[config.mk]
export PLATFORM = sky130hd
export DESIGN_NAME = uart_tx_sequencer
export DESIGN_NICKNAME = d
export VERILOG_FILES = /design/src/rtl/uart_pkg.sv /design/src/rtl/byte_fifo.sv /design/src/rtl/uart_tx_sequencer.sv
export SDC_FILE = /design/constraint.sdc
export NUM_CORES = 1
export LEC_CHECK = 0
export ABC_AREA = 1
export CAP_MARGIN = 25
export CELL_PAD_IN_SITES_DETAIL_PLACEMENT = 1
export CELL_PAD_IN_SITES_GLOBAL_PLACEMENT = 2
export CORE_MARGIN = 3
export CORE_UTILIZATION = 33
export DETAILED_ROUTE_END_ITERATION = 8
export GPL_ROUTABILITY_DRIVEN = 0
export HOLD_SLACK_MARGIN = 0.06
export PLACE_DENSITY_LB_ADDON = 0.1
export SLEW_MARGIN = 10
export SYNTH_ARGS = -nofsm -noshare
export SYNTH_HDL_FRONTEND = slang
export SYNTH_HIERARCHICAL = 1
export SYNTH_SLANG_ARGS = --single-unit
[constraint.sdc]
create_clock -name clock -period 2.9 [get_ports clock]
set_clock_uncertainty 0.15 [all_clocks]
set_input_delay 0.29 -clock clock [delete_from_list [all_inputs] [get_ports clock]]
set_output_delay 0.29 -clock clock [all_outputs]
set_load 0.01 [all_outputs]
[src/rtl/uart_pkg.sv]
// uart_pkg: shared UART register map and Tx sequencer state encoding
package uart_pkg;
  typedef enum logic [2:0] {SMIdle, SMLoad, SMGo, SMPollRd, SMPollChk, SMClear} SeqState;
  localparam int ADDR_CTL = 0;
  localparam int ADDR_RX = 1;
  localparam int ADDR_TX = 2;
  localparam int CTL_TX_CMP_BIT = 1;
  localparam int CTL_TX_GO_BIT = 2;
  localparam logic [7:0] CTL_GO = 8'(1 << CTL_TX_GO_BIT);
  localparam logic [7:0] CTL_CLR = 8'h00;
endpackage

[src/rtl/byte_fifo.sv]
// byte_fifo: small circular FIFO with combinational head read, shared by Tx and Rx paths
module byte_fifo #(
  parameter int DEPTH = 4,
  parameter int WIDTH = 8
) (
  input  logic             clock,
  input  logic             reset,
  input  logic             push_i,
  input  logic             pop_i,
  input  logic [WIDTH-1:0] data_i,
  output logic [WIDTH-1:0] data_o,
  output logic             full_o,
  output logic             empty_o
);
  localparam int PW = (DEPTH > 1) ? $clog2(DEPTH) : 1;
  localparam int CW = $clog2(DEPTH) + 1;
  logic [WIDTH-1:0] mem_q [DEPTH];
  logic [PW-1:0] wr_ptr_q, wr_ptr_d, rd_ptr_q, rd_ptr_d;
  logic [CW-1:0] count_q, count_d;
  logic do_push, do_pop;
  assign full_o = count_q == CW'(DEPTH);
  assign empty_o = count_q == '0;
  assign do_push = push_i && !full_o;
  assign do_pop = pop_i && !empty_o;
  assign data_o = mem_q[rd_ptr_q];
  always_comb begin
    wr_ptr_d = do_push ? wr_ptr_q + PW'(1) : wr_ptr_q;
    rd_ptr_d = do_pop ? rd_ptr_q + PW'(1) : rd_ptr_q;
    count_d = count_q + CW'(do_push) - CW'(do_pop);
  end
  always_ff @(posedge clock or negedge reset) begin
    if (!reset) begin
      wr_ptr_q <= '0;
      rd_ptr_q <= '0;
      count_q <= '0;
    end else begin
      wr_ptr_q <= wr_ptr_d;
      rd_ptr_q <= rd_ptr_d;
      count_q <= count_d;
    end
  end
  always_ff @(posedge clock) begin
    if (do_push) mem_q[wr_ptr_q] <= data_i;
  end
endmodule

[src/rtl/uart_tx_sequencer.sv]
// uart_tx_sequencer: streams FIFO'd bytes into UART_Component via the register-level Tx workflow
module uart_tx_sequencer
  import uart_pkg::*;
#(
  parameter int          FIFO_DEPTH   = 4,
  parameter int          ADDR_W       = 3,
  parameter logic [15:0] POLL_TIMEOUT = 16'd4095
) (
  input  logic              clock,
  input  logic              reset,
  input  logic [7:0]        byte_i,
  input  logic              byte_valid_i,
  output logic              byte_ready_o,
  output logic [ADDR_W-1:0] addr_o,
  output logic              wr_o,
  output logic              rd_o,
  output logic [7:0]        data_o,
  input  logic [7:0]        data_i,
  output logic              idle_o,
  output logic              error_o,
  output logic [15:0]       sent_count_o
);
  SeqState state_q, state_d;
  logic wr_q, wr_d, rd_q, rd_d, error_q, error_d;
  logic [ADDR_W-1:0] addr_q, addr_d;
  logic [7:0] data_q, data_d, fifo_data;
  logic [15:0] poll_q, poll_d, sent_count_q, sent_count_d;
  logic fifo_pop, fifo_full, fifo_empty;
  byte_fifo #(.DEPTH(FIFO_DEPTH), .WIDTH(8)) u_fifo (
    .clock   (clock),
    .reset   (reset),
    .push_i  (byte_valid_i),
    .pop_i   (fifo_pop),
    .data_i  (byte_i),
    .data_o  (fifo_data),
    .full_o  (fifo_full),
    .empty_o (fifo_empty)
  );
  assign byte_ready_o = !fifo_full;
  assign idle_o = (state_q == SMIdle) && fifo_empty;
  assign addr_o = addr_q;
  assign wr_o = wr_q;
  assign rd_o = rd_q;
  assign data_o = data_q;
  assign error_o = error_q;
  assign sent_count_o = sent_count_q;
  // Strobes are decided one state ahead so each is registered and lines up with its state's cycle.
  always_comb begin
    state_d = state_q;
    wr_d = 1'b0;
    rd_d = 1'b0;
    addr_d = addr_q;
    data_d = data_q;
    poll_d = poll_q;
    error_d = error_q;
    sent_count_d = sent_count_q;
    fifo_pop = 1'b0;
    case (state_q)
      SMIdle: if (!fifo_empty) begin
        fifo_pop = 1'b1;
        state_d = SMLoad;
        wr_d = 1'b1;
        addr_d = ADDR_W'(ADDR_TX);
        data_d = fifo_data;
      end
      SMLoad: begin
        state_d = SMGo;
        wr_d = 1'b1;
        addr_d = ADDR_W'(ADDR_CTL);
        data_d = CTL_GO;
      end
      SMGo: begin
        state_d = SMPollRd;
        rd_d = 1'b1;
        addr_d = ADDR_W'(ADDR_CTL);
        poll_d = '0;
      end
      SMPollRd: state_d = SMPollChk;
      SMPollChk: begin
        if (data_i[CTL_TX_CMP_BIT] || poll_q == POLL_TIMEOUT) begin
          state_d = SMClear;
          wr_d = 1'b1;
          addr_d = ADDR_W'(ADDR_CTL);
          data_d = CTL_CLR;
          sent_count_d = data_i[CTL_TX_CMP_BIT] ? sent_count_q + 16'd1 : sent_count_q;
          error_d = error_q || !data_i[CTL_TX_CMP_BIT];
        end else begin
          state_d = SMPollRd;
          rd_d = 1'b1;
          poll_d = poll_q + 16'd1;
        end
      end
      SMClear: state_d = SMIdle;
      default: state_d = SMIdle;
    endcase
  end
  always_ff @(posedge clock or negedge reset) begin
    if (!reset) begin
      state_q <= SMIdle;
      wr_q <= 1'b0;
      rd_q <= 1'b0;
      addr_q <= '0;
      data_q <= '0;
      poll_q <= '0;
      error_q <= 1'b0;
      sent_count_q <= '0;
    end else begin
      state_q <= state_d;
      wr_q <= wr_d;
      rd_q <= rd_d;
      addr_q <= addr_d;
      data_q <= data_d;
      poll_q <= poll_d;
      error_q <= error_d;
      sent_count_q <= sent_count_d;
    end
  end
  a_state_legal: assert property (@(posedge clock) disable iff (!reset)
    state_q inside {SMIdle, SMLoad, SMGo, SMPollRd, SMPollChk, SMClear})
    else $error("uart_tx_sequencer: illegal state %0d", state_q);
endmodule
==> metrics.yaml <==
status: "finished clean"
fin_crit_sh_pct: 81.1
ys.warnings.count: 6
grt_pass1_vias: 3724
hold_violations: 0
initial_core_util_pct: 34.3
finalInstanceArea_um2: 5320
use_met1_pct: 20.2
cts_setup_buffers: 0
drive_above_1_share_pct: 7.87
cts.hold.buffers_added: 1
die_w_um: 122
worst_setup_path_start_kind: "flop"
cts_buffer_depth: 2
max_freq_mhz: 425
first_pass_iters: 4
synth_cells: 539
track_usage_pct: 15.9
die_y_um: 122
worstMarginPinSlew_ns: 0.534
wire_per_inst_um: 13.9
grt_most_used_layer: "met2"
grt_max_degree: 41
critical_path_buf_inv_count: 3
clock_latency_ns: 0.35
postCtsResizedCells: 0
port_buffers: 41
use_met2_pct: 26.2
vias: 3553
wl_um: 10700
seq_area_frac_synth_pct: 52.3
synth_cell_type_count: 29
synthDominantCellAreaShare_pct: 30.6
met3_usage_pct: 3.34
ys_top_cells_by_area: "dfrtp_1, edfxtp_1, nand2_1, nor2_1, nand3_1"
antenna_found_initial: 0
p_leak_nw: 2.46
drc: 0
rsz0062_at_grt: "false"
setup_viol: 0
slew_viol_final: 0
relSlewSlack_pct: 64.4
crit_chain: "nor2_1 > nand2_1 > inv_1 > nor2_1 > nand2_1 > inv_1 > ha_1 > inv_1 > ha_1 > fa_1 > nand3b_1 > nand2_1"
fin_crit_ns: 2.35
dpl.hpwl_um: 7760
critical_path_arrival_ns: 2.50
crit_path_end_kind: "flop"
io_pins: 51
ys_seq_elements: 86
multi_input_area_um2: 1760
coreArea_um2: 12900
numCtsBuffers: 9
cts_max_level: 3
slowest_delay_ns: 0.41
peakVddDrop_uv: 356
std_cell_rows: 41
hold_ws_ns: 0.218
grt_overflow: 0
hold_path.class: "in2async"
ant_nets: 0
grt_pass1_wl_um: 18400
syn_area_um2: 4420
avgViaCountPerCell: 4.62
cpLargestDelayFamily: "adder cells"
nNetsFinal: 620
dpl_cell_area_um2: 5030
slowest_stage: "dfrtp_1"
path_max_fanout: 5
syn_to_final_growth_pct: 20.3
cts.clk_slew.worst_paths_ns: 0.07
first_iter_violations: 202
maxCapViolCount: 0
p_per_area_nw_per_um2: 824
n_antenna_cell: 0
crit_type: "reg2reg"
tritoncts: "built"
cts-root-buf: "clkbuf_16"
syn_area_per_cell_um2: 8.20
seq_area_um2: 2310
final.setup.tns_ns: 0
dieArea_um2: 14800
yosys.area.top_type: "dfrtp_1"
required_ns: 3.05
fillers: 1563
clock_sinks: 86
stage by stage:
step	utilization, %	total power [mW]	instances	setup slack (ns)
final	41.3	4.38	769	0.548
after CTS	41.3	4.48	769	0.510
after floorplan	-	2.76	540	0.792
after global routing	41.3	4.77	769	0.336
after global placement	39.0	3.28	752	0.611
after detailed placement	39.0	3.34	752	0.561
flip-flops by register name, indices dropped and copies added, names as in the netlist:
register,count
error_o,1
addr_o,1
state_q,3
u_fifo/wr_ptr_q,2
sent_count_o,16
rd_o,1
u_fifo/rd_ptr_q,2
u_fifo/mem_q,32
u_fifo/count_q,3
data_o,8
poll_q,16
wr_o,1
per-layer routing:
metal,vias up,part of all wire (%)
met4,0,2.1
met1,1711,47
met3,12,2.7
met2,38,48
met5,-,0
li1,1792,-
kinds of logic after synthesis:
| family | after synthesis | synth area share (%) |
|---|---|---|
| compound gates | 20 | 2.32 |
| xor+xnor | 18 | 3.57 |
| fa+ha+maj | 9 | 2.72 |
| buf+inv | 79 | 7.98 |
| flops | 86 | 52.3 |
| other cells | 1 | 0.0848 |
| simple gates | 326 | 31.0 |
cell type report:
cell class,instances,area share (%)
clock buffers,9,4.24
clock inverters,7,1.04
inverters,67,4.73
multi-input cells,375,33.1
flip-flops and latches,86,43.5
well taps,172,4.05
repair buffers,53,9.37
power by group:
part	internal, mW	switching (mW)
clock network	0.589	0.522
logic	0.599	0.962
registers	1.54	0.167
layout by cell type, fill, tap and decap left out, drive strengths merged:
master         synthesis  layout
nor2                  73      73
o21ai                 19      19
nand4                  9       9
o21bai                 1       1
dfrtp                 54      54
clkdlybuf4s50          0      40
nor3b                  1       1
conb                   1       2
nor3                   5       5
inv                   67      70
ha                     8       8
edfxtp                32      32
or2                    1       1
nand2                187     187
buf                   11      12
clkinv                 0       1
xnor2                  8       8
fa                     1       1
clkinvlp               0       3
clkbuf                 1       9
nand3b                 3       3
nand3                 47      47
xor2                  10      10
dlygate4sd3            0       1
worst register-to-register path: cells and delay by family (launching register included):
kind          cells  cell delay, ns
simple gates      6            0.71
flops             1            0.41
buf+inv           3            0.20
fa+ha+maj         3            0.82
path summary, 6_finish.rpt:
check | slack (ns) | depth (start not counted) | to | from
worst max-delay path | 0.55 | 12 | u_fifo/count_q[2] | u_fifo/count_q[1]
worst min-delay path | 0.22 | 2 | data_o[6] | reset
worst max register to register | 0.55 | 12 | u_fifo/count_q[2] | u_fifo/count_q[1]
worst min register to register | 0.33 | 2 | data_o[0] | data_o[0]
max in group asynchronous | 1.52 | 3 | error_o | reset
min in group clock | 0.33 | 2 | data_o[0] | data_o[0]
Yosys cell counts (all sizes together):
cell / instances
nand4: 9
o21ai: 19
dfrtp: 54
o21bai: 1
buf: 11
conb: 1
inv: 67
xor2: 10
nand3b: 3
xnor2: 8
fa: 1
nor3b: 1
edfxtp: 32
nand3: 47
nor3: 5
nor2: 73
or2: 1
ha: 8
clkbuf: 1
nand2: 187
No activity file was read; power rests on OpenSTA's default activity.
